===== src/rtl/regfile_wb_arbiter.sv =====
// Register-file write-back arbiter: ALU vs load unit, one write per cycle.
// Registered grants, round-robin with same-address ordering toward the ALU.
module regfile_wb_arbiter #(
  parameter int WIDTH = 16
) (
  input  logic             clk,
  input  logic             rst_n,
  input  logic             a_req,
  input  logic [2:0]       a_addr,
  input  logic [WIDTH-1:0] a_data,
  output logic             a_ack,
  input  logic             m_req,
  input  logic [2:0]       m_addr,
  input  logic [WIDTH-1:0] m_data,
  output logic             m_ack,
  input  logic             hold,
  output logic [7:0]       wr_en,
  output logic [WIDTH-1:0] wr_data
);

  typedef enum logic [1:0] {
    IDLE  = 2'd0,
    GNT_A = 2'd1,
    GNT_M = 2'd2
  } state_t;

  state_t state;
  logic   last;
  logic   armed;

  logic             a_elig;
  logic             m_elig;
  logic             pick_a;
  logic             pick_m;
  logic [2:0]       win_addr;
  logic [WIDTH-1:0] win_data;

  always_comb begin
    a_elig = armed & a_req & ~hold & (state != GNT_A);
    m_elig = armed & m_req & ~hold & (state != GNT_M);
    // same destination: M first so the ALU result is the one that sticks
    pick_m = m_elig &
             (~a_elig | (a_addr == m_addr) | ~last);
    pick_a = a_elig & ~pick_m;
    win_addr = pick_m ? m_addr : a_addr;
    win_data = pick_m ? m_data : a_data;
  end

  always_ff @(posedge clk or negedge rst_n) begin
    if (!rst_n) begin
      state   <= IDLE;
      last    <= 1'b0;
      armed   <= 1'b0;
      wr_en   <= 8'h00;
      wr_data <= '0;
      a_ack   <= 1'b0;
      m_ack   <= 1'b0;
    end else begin
      armed <= 1'b1;
      unique case (1'b1)
        pick_m: begin
          state   <= GNT_M;
          last    <= 1'b1;
          wr_en   <= 8'b1 << win_addr;
          wr_data <= win_data;
          a_ack   <= 1'b0;
          m_ack   <= 1'b1;
        end
        pick_a: begin
          state   <= GNT_A;
          last    <= 1'b0;
          wr_en   <= 8'b1 << win_addr;
          wr_data <= win_data;
          a_ack   <= 1'b1;
          m_ack   <= 1'b0;
        end
        default: begin
          state <= IDLE;
          wr_en <= 8'h00;
          a_ack <= 1'b0;
          m_ack <= 1'b0;
        end
      endcase
    end
  end

endmodule


===== config.mk =====
export PLATFORM = sky130hd
export DESIGN_NAME = regfile_wb_arbiter
export DESIGN_NICKNAME = d
export VERILOG_FILES = /design/src/rtl/regfile_wb_arbiter.sv
export SDC_FILE = /design/constraint.sdc
export NUM_CORES = 1
export LEC_CHECK = 0
export ABC_AREA = 1
export CORE_MARGIN = 1
export CORE_UTILIZATION = 40
export CTS_CLUSTER_SIZE = 12
export DETAILED_ROUTE_END_ITERATION = 8
export PLACE_DENSITY = 0.9
export SYNTH_ARGS = -nofsm -noshare
export SYNTH_HDL_FRONTEND = slang
export SYNTH_SLANG_ARGS = --single-unit
export TNS_END_PERCENT = 10

===== constraint.sdc =====
create_clock -name clk -period 3.95 [get_ports clk]
set_input_delay 0.79 -clock clk [delete_from_list [all_inputs] [get_ports clk]]
set_output_delay 0.79 -clock clk [all_outputs]
set_load 0.02 [all_outputs]

==> metrics.csv, run 1 <==
metric,value,unit
run status,finished clean,
root buf cell,sky130_fd_sc_hd__clkbuf_4,
register area,726,um2
reg2reg start,armed,
routed length per instance,11.8,um
"Seq/Total Area, Yosys",53.2,%
Post-Synthesis Cell Area,1370,um2
Overall Global Routing Usage,20.3,%
Post-CTS Setup Bufs,0,
wire length of the first global-routing pass,5350,um
synthesized-area fraction occupied by xor and xnor cells,0,%
most common cell type on the critical path,sky130_fd_sc_hd__nand2_1,
Leak Pwr,0.995,nW
"most common cell after layout, fill and taps aside",sky130_fd_sc_hd__clkdlybuf4s50_1,
critical-path maximum fanout,42,
setup TNS,0,ps
residual overflow from global routing,0,
detailed-router iteration count before antenna repair,4,
DRC violation count after routing,0,
RSZ-0062 raised after global routing,false,
die span in y,60.4,um
capture point of the worst path,wr_data[14],
CTS Sinks,29,
worst supply voltage drop on vdd,0.225,mV
Finished Core Util,67.7,%
clock buffer depth,2,
fin nets,278,
final worst slack,1490,ps
Yosys Warn Count,0,
critical register-to-register path endpoint,wr_data[14],
reg-to-reg setup timing slack,2050,ps
Num CTS Buffers,5,
Worst-path clk slew,90,ps
class of the most critical hold timing path,flop to flop,
Worst Path Arrival,2670,ps
area of the die,3650,um2
count of instances resized after the clock tree is built,0,
Multi-input gate area,548,um2
CP endpoint kind,flop,
Synth Area in Adders,0,%
maximum level of the CTS H-tree,2,
clk_skew,7.59,ps
worst slack at placement,1140,ps
instance count of the mapped netlist,166,
later-pin clock latency in the skew report,330,ps
type of the worst setup path,input port to flop,
Setup crit start,a_req,
cell row count,20,
signed area change from the synthesized netlist to the final layout,56.5,%
maximum achievable frequency,406,MHz
fraction of synthesized area in multiplexers,0,%
max-cap check violation count,0,
final number of hold-violating endpoints,0,
Max stage delay on crit path,460,ps
fraction of the mapped netlist area in compound gates,0.367,%
clock tree from TritonCTS,yes,
pin count of the biggest net entering global routing,43,
Final ANT Viol Nets,0,
Worst Reg2Reg Path Length in Cells,10,
mean post-synth cell area,8.22,um2
dominant combinational cell family by area after synthesis,simple AND/OR/NAND/NOR gates,
number of vias per cell,5.01,
x dimension of the die,60.4,um
via count of the first global-routing pass,1359,
share of the clock period used by the worst path,62.3,%
kind of start point of the critical path,input port,
half-perimeter wire length after placement,2460,um
Ports,69,
total via count in the routed design,1402,
number of I/O port buffers,68,
area of the core,3150,um2
Post-CTS Hold Buffers,0,
setup violators final,0,
pwr/cell area,376,nW/um2
number of diodes,0,
"commonest cells after routing, fill and taps aside","sky130_fd_sc_hd__clkdlybuf4s50_1 (68), sky130_fd_sc_hd__nand3_1 (55), sky130_fd_sc_hd__nand2_1 (44), sky130_fd_sc_hd__dfrtp_1 (29), sky130_fd_sc_hd__nor2_1 (12)",
required time of the critical path,4160,ps
cells along the critical path,"clkdlybuf4s50_1, nand2_1, nor2_1, nand2_1, buf_4, nor2_1, nand2_2, nand2_4, inv_2, nand2_1, nand3_1",
"final std cell area, no fill",2140,um2
Final min period,2460,ps
antenna violations before repair,0,
placed cell areas,2070,um2
"Slew Viols, Final",0,
drt first-iter violations,39,
final wirelength,3290,um
slowest library cell on the worst path,sky130_fd_sc_hd__clkdlybuf4s50_1,
Fillers,264,
syn_nets,209,
"area fraction in and, or, nand and nor cells after synthesis",39.5,%
number of storage elements in the synthesis netlist,29,
number of different library cells in the post-synthesis netlist,17,
global placer's final weighted congestion,0.871,
initial core utilization,43.3,%
fraction of layout cells with a size suffix above 1,6.78,%
[routing by layer]
metal | track usage [%] | wire length, um
met1 | 21.3 | 1240
met2 | 36.1 | 1680
met5 | 0 | 0
met4 | 11.7 | 39
met3 | 5.97 | 335
[layout make-up]
| class | instances | share of cell area (%) |
|---|---|---|
| clock buffers | 7 | 3.05 |
| clock inverters | 1 | 0.234 |
| inverters | 11 | 1.93 |
| multi-input cells | 118 | 25.7 |
| flip-flops and latches | 29 | 34.0 |
| well taps | 44 | 2.58 |
| repair buffers | 70 | 32.6 |
[worst max-delay path: cells and delay by family]
family                 cells  cell delay (ps)
and+or+nand+nor            8              970
buffers and inverters      3              890
[cells in the mapped netlist (all sizes together)]
master	instances	share of area (%)
buf	7	3.4
clkbuf	1	0.27
clkinv	1	0.27
conb	1	0.27
dfrtp	29	53
inv	10	2.7
nand2	46	13
nand3	57	22
nor2	12	3.3
nor3	1	1.2
o21ai	1	0.37
[cells by family after synthesis]
kind of cell | after synthesis
other cells | 1
simple gates | 116
flops | 29
buf+inv | 19
compound gates | 1
[through the flow]
stage / power [mW] / cells / hold slack [ps]
2_1_floorplan: 0.466 / 166 / 494
3_5_place_dp: 0.601 / 272 / 521
6_report: 0.802 / 280 / 536
4_1_cts: 0.804 / 280 / 542
3_3_place_gp: 0.597 / 272 / 507
5_1_grt: 0.841 / 280 / 555
[flip-flops by register name (all words and copies together), names as in the netlist]
register  count
armed         1
wr_en         8
wr_data      16
last          1
state         2
m_ack         1
[power breakdown]
group	total [mW]	internal, mW	switching [mW]
clock	0.208	0.103	0.105
combinational	0.240	0.123	0.117
sequential	0.354	0.334	0.0202
total	0.802	0.560	0.242
[how the worst min path moves through the flow]
stage,from,to,slack [ps],depth (start not counted)
finish,wr_data[12],wr_data[12],540,2
floorplan,rst_n,armed,490,0
global placement,wr_data[12],wr_data[12],510,2
detailed placement,wr_data[4],wr_data[4],520,2
global route,wr_data[4],wr_data[4],560,2
CTS,wr_data[12],wr_data[12],540,2
Power figures use the tool's default switching activity.
==> inputs of run 2 (changes only) <==
- CORE_UTILIZATION: 40 -> 39
- PLACE_DENSITY: 0.9 -> 0.89
- clock period: 3.95 -> 2.5 ns (I/O delays scaled with it)
==> run 2 against run 1 <==
First-iteration DRC count grew 21%. Core utilization is 4.0 points lower. Non-clock buffer count rose by 1. Sequential share of layout area rose by 0.14 points. Worst hold slack got worse by 4.7 ps. Clock power is 26% higher. Critical path type unchanged.
==> metrics.csv, run 2 (synthesis gave the netlist of run 1 again) <==
metric,value,unit,change
run status,finished clean,,
cell row count,21,,+5.0%
Finished Core Util,63.7,%,-4.0 points
later-pin clock latency in the skew report,320,ps,about the same
Leak Pwr,0.990,nW,-0.50%
detailed-router iteration count before antenna repair,4,,unchanged
worst slack at placement,172,ps,-967 ps
Worst-path clk slew,80,ps,about the same
residual overflow from global routing,0,,unchanged
RSZ-0062 raised after global routing,false,,
DRC violation count after routing,0,,unchanged
signed area change from the synthesized netlist to the final layout,55.8,%,
via count of the first global-routing pass,1257,,-7.5%
fraction of layout cells with a size suffix above 1,6.75,%,-0.029 points
Post-CTS Setup Bufs,0,,unchanged
global placer's final weighted congestion,0.837,,-4.0%
setup violators final,0,,unchanged
root buf cell,sky130_fd_sc_hd__clkbuf_4,,
clock tree from TritonCTS,yes,,
register with the most flip-flops,wr_data,,
"Slew Viols, Final",0,,unchanged
Fillers,287,,+8.7%
clk_skew,8.19,ps,+0.598 ps
antenna violations before repair,0,,unchanged
Hold Slack,531,ps,-4.74 ps
share of the clock period used by the worst path,78.9,%,
final worst slack,528,ps,-961 ps
number of diodes,0,,unchanged
maximum level of the CTS H-tree,2,,unchanged
maximum achievable frequency,507,MHz,
Ports,69,,unchanged
number of I/O port buffers,68,,unchanged
routed length per instance,11.8,um,+0.32%
Final min period,1970,ps,
CP endpoint kind,flop,,
required time of the critical path,2700,ps,-1460 ps
register area,726,um2,unchanged
max FFs per register,16,,unchanged
"commonest cells after routing, fill and taps aside","sky130_fd_sc_hd__clkdlybuf4s50_1 (68), sky130_fd_sc_hd__nand3_1 (55), sky130_fd_sc_hd__nand2_1 (44), sky130_fd_sc_hd__dfrtp_1 (29), sky130_fd_sc_hd__nor2_1 (12)",,
count of instances resized after the clock tree is built,0,,unchanged
cell count after placement,275,,+1.1%
Overall Global Routing Usage,19.8,%,-0.48 points
worst supply voltage drop on vdd,0.350,mV,+56%
total via count in the routed design,1373,,-2.1%
"most common cell after layout, fill and taps aside",sky130_fd_sc_hd__clkdlybuf4s50_1,,
final wirelength,3340,um,+1.4%
kind of start point of the critical path,input port,,
initial core utilization,40.9,%,-2.4 points
Final Non-Filler Cells,283,,+1.1%
setup TNS,0,ps,unchanged
max-cap check violation count,0,,unchanged
pin count of the biggest net entering global routing,30,,-30%
x dimension of the die,61.2,um,+1.2%
final number of hold-violating endpoints,0,,unchanged
Multi-input gate area,548,um2,unchanged
pwr/cell area,565,nW/um2,+50%
area of the die,3740,um2,+2.5%
area of the core,3340,um2,+5.8%
class of the most critical hold timing path,flop to flop,,
type of the worst setup path,input port to flop,,
Regs by FF count,"wr_data x16, wr_en x8, state x2",,
wire length of the first global-routing pass,5270,um,-1.6%
Num CTS Buffers,5,,unchanged
number of vias per cell,4.85,,-3.1%
critical-path maximum fanout,19,,-55%
Final ANT Viol Nets,0,,unchanged
clock buffer depth,2,,unchanged
half-perimeter wire length after placement,2520,um,+2.2%
drt first-iter violations,47,,+21%
Post-CTS Hold Buffers,0,,unchanged
Worst Path Arrival,2180,ps,-490 ps
die span in y,61.2,um,+1.2%
fin nets,279,,+0.36%
CTS Sinks,29,,unchanged
## run 2: cell count changes in the layout (fill, tap and decap cells not counted), sizes merged
| cell | before | now |
|---|---|---|
| buf | 2 | 3 |
| clkbuf | 7 | 6 |
| clkinv | 2 | 3 |
## run 2: final timing paths
path	slack [ps]	start	to	depth (start not counted)
hold reg to reg	530	wr_data[0]	wr_data[0]	2
max in group asynchronous	1670	rst_n	state[0]	2
setup / recovery	530	hold	wr_data[1]	7
setup reg to reg	810	state[1]	wr_data[1]	7
hold / removal	530	wr_data[0]	wr_data[0]	2
min in group asynchronous	560	rst_n	wr_data[7]	2
## run 2: metrics by stage
step | cell area, um2 | total power, mW
2_1_floorplan | 1370 | 0.736
3_3_place_gp | 2080 | 0.941
3_5_place_dp | 2080 | 0.950
4_1_cts | 2130 | 1.22
5_1_grt | 2130 | 1.28
6_report | 2130 | 1.20
## run 2: area by class of cell
type	instances	share of cell area, %
Inverter	11	1.94
Tap cell	46	2.71
Sequential cell	29	34.1
Timing Repair Buffer	71	33.1
Multi-Input combinational cell	118	25.8
Clock buffer	6	1.94
Clock inverter	2	0.471
## run 2: layer usage
layer,up-vias,track usage (%),routed length [um]
met5,-,0,0
met3,4,7.77,222
li1,678,-,-
met1,632,23.0,1350
met4,0,8.44,29
met2,59,32.6,1740
## run 2: worst max-delay path, stage by stage
cell and delay, ps:
sky130_fd_sc_hd__clkdlybuf4s50_1 520, sky130_fd_sc_hd__nor2_1 60, sky130_fd_sc_hd__nand2_1 70, sky130_fd_sc_hd__buf_4 230, sky130_fd_sc_hd__clkinv_1 440, sky130_fd_sc_hd__nand3_1 250, sky130_fd_sc_hd__nand3_1 90
## run 2: power breakdown
part / total [mW] / internal, mW / switching, mW
Combinational: 0.378 / 0.196 / 0.183
Sequential: 0.560 / 0.528 / 0.0326
Clock: 0.262 / 0.107 / 0.156
==> inputs of run 3 (changes only) <==
- CORE_UTILIZATION: 39 -> 36
- PLACE_DENSITY: 0.89 -> 0.86
- clock period: 2.5 -> 1.7 ns (I/O delays scaled with it)
==> run 3 against run 2 <==
Total power is 62% higher. Clock skew shrank 1.3 ps. Worst setup slack worse by 420 ps. Final cell count increased by 3.2%. Sequential power grew 48%. Count of clock-buffer cells in the layout increased by 2. Core utilization is 2.4 points lower. Combinational power rose by 52%. Via count up 0.95%. Largest power group unchanged. Critical endpoint is now wr_data[2].
==> metrics.csv, run 3 (synthesis gave the netlist of run 1 again) <==
metric,value,unit,change
final wirelength,3360,um,+0.60%
maximum level of the CTS H-tree,2,,unchanged
residual overflow from global routing,0,,unchanged
Ports,69,,unchanged
reg2reg start,armed,,
CP endpoint kind,output port,,
capture point of the worst path,wr_data[2],,
final number of hold-violating endpoints,0,,unchanged
slowest library cell on the worst path,sky130_fd_sc_hd__clkdlybuf4s50_1,,
Final Total Pwr,1.94,mW,+62%
global placer's final weighted congestion,0.858,,+2.6%
root buf cell,sky130_fd_sc_hd__clkbuf_8,,
wire length of the first global-routing pass,5730,um,+8.7%
max FFs per register,16,,unchanged
cells along the critical path,clkdlybuf4s50_1,,
fraction of layout cells with a size suffix above 1,8.61,%,+1.9 points
Max stage delay on crit path,610,ps,+90 ps
Worst-path clk slew,60,ps,-20 ps
register with the most flip-flops,wr_data,,
via count of the first global-routing pass,1277,,+1.6%
Leak Pwr,1.04,nW,+5.4%
"final std cell area, no fill",2250,um2,+5.6%
half-perimeter wire length after placement,2500,um,-0.79%
cell row count,22,,+4.8%
reg-to-reg setup timing slack,320,ps,-490 ps
class of the most critical hold timing path,input port to async pin,,
die span in y,63.6,um,+3.9%
pwr/cell area,864,nW/um2,+53%
maximum achievable frequency,627,MHz,
Worst Reg2Reg Path Length in Cells,7,,unchanged
worst supply voltage drop on vdd,0.538,mV,+54%
area of the core,3660,um2,+9.7%
Num CTS Buffers,5,,unchanged
"most common cell after layout, fill and taps aside",sky130_fd_sc_hd__clkdlybuf4s50_1,,
antenna violations before repair,0,,unchanged
Overall Global Routing Usage,18.6,%,-1.2 points
share of the clock period used by the worst path,93.9,%,
area of the die,4040,um2,+8.1%
"commonest cells after routing, fill and taps aside","sky130_fd_sc_hd__clkdlybuf4s50_1 (68), sky130_fd_sc_hd__nand3_1 (55), sky130_fd_sc_hd__nand2_1 (44), sky130_fd_sc_hd__dfrtp_1 (29), sky130_fd_sc_hd__nor2_1 (12)",,
Setup crit start,wr_data[2],,
required time of the critical path,1360,ps,-1340 ps
total via count in the routed design,1386,,+0.95%
run status,finished clean,,
number of I/O port buffers,68,,unchanged
routed length per instance,11.5,um,-2.5%
clk_skew,6.89,ps,-1.30 ps
"Slew Viols, Final",0,,unchanged
clock buffer depth,2,,unchanged
Regs by FF count,"wr_data x16, wr_en x8, state x2",,
critical-path maximum fanout,2,,-17
Crit path depth,1,,-6
number of diodes,0,,unchanged
cell family contributing the most delay on the critical path,buffers and inverters,,
critical register-to-register path endpoint,wr_en[5],,
max-cap check violation count,0,,unchanged
CTS Sinks,29,,unchanged
later-pin clock latency in the skew report,290,ps,-30 ps
fin nets,286,,+2.5%
number of vias per cell,4.75,,-2.2%
signed area change from the synthesized netlist to the final layout,64.6,%,
Worst Path Arrival,1260,ps,-920 ps
setup violators final,0,,unchanged
x dimension of the die,63.6,um,+3.9%
pin count of the biggest net entering global routing,30,,unchanged
CP bufs+invs,1,,-2
clock tree from TritonCTS,yes,,
RSZ-0062 raised after global routing,false,,
setup TNS,0,ps,unchanged
DRC violation count after routing,0,,unchanged
Final ANT Viol Nets,0,,unchanged
detailed-router iteration count before antenna repair,4,,unchanged
initial core utilization,37.3,%,-3.6 points
placed cell areas,2160,um2,+3.9%
kind of start point of the critical path,flop,,
drt first-iter violations,58,,+23%
Final min period,1600,ps,
type of the worst setup path,flop to output port,,
-- run 3: cell count changes in the layout (fill, tap and decap cells not counted), sizes merged --
cell and change:
buf +7, clkinv -2, clkbuf +2
-- run 3: metal layers --
metal / track usage (%) / vias to the layer above / wire [um]
li1: - / 691 / -
met1: 20.4 / 630 / 1340
met4: 8.52 / 0 / 61
met3: 6.16 / 5 / 254
met5: 0 / - / 0
met2: 32.3 / 60 / 1700
-- run 3: how the worst min path moves through the flow --
stage                          start    endpoint  slack, ps
final                          rst_n    wr_en[0]        440
after global routing           rst_n    wr_en[0]        480
after CTS                      rst_n    wr_en[0]        450
after detailed placement  wr_data[6]  wr_data[6]        510
after global placement    wr_data[6]  wr_data[6]        510
after floorplan                rst_n       armed         40
-- run 3: power by group --
part / leakage [nW] / internal (mW) / switching [mW]
sequential: 0.374 / 0.778 / 0.0485
clock: 0.0395 / 0.290 / 0.251
combinational: 0.630 / 0.303 / 0.271
-- run 3: through the flow --
stage	util, %	hold WS, ps	cells	setup WS, ps
5_1_grt	61.4	480	292	0.688
3_5_place_dp	58.9	506	284	-157
6_report	61.4	443	292	104
2_1_floorplan	-	44.4	166	327
3_3_place_gp	58.9	508	284	-123
4_1_cts	61.1	452	292	86.3
-- run 3: repair_timing --
action / in CTS / in global routing
endpoints found under the setup margin: 0 / 13
buffers inserted: 0 / 0
resized for setup: 0 / 3
hold buffers: 0 / 0
-- run 3: final cells by class --
class	instances	area (um2)
clock buffers	8	80.1
fillers	327	1410
inverters	11	43.8
multi-input cells	118	557
flip-flops and latches	29	726
well taps	48	60.1
repair buffers	78	781
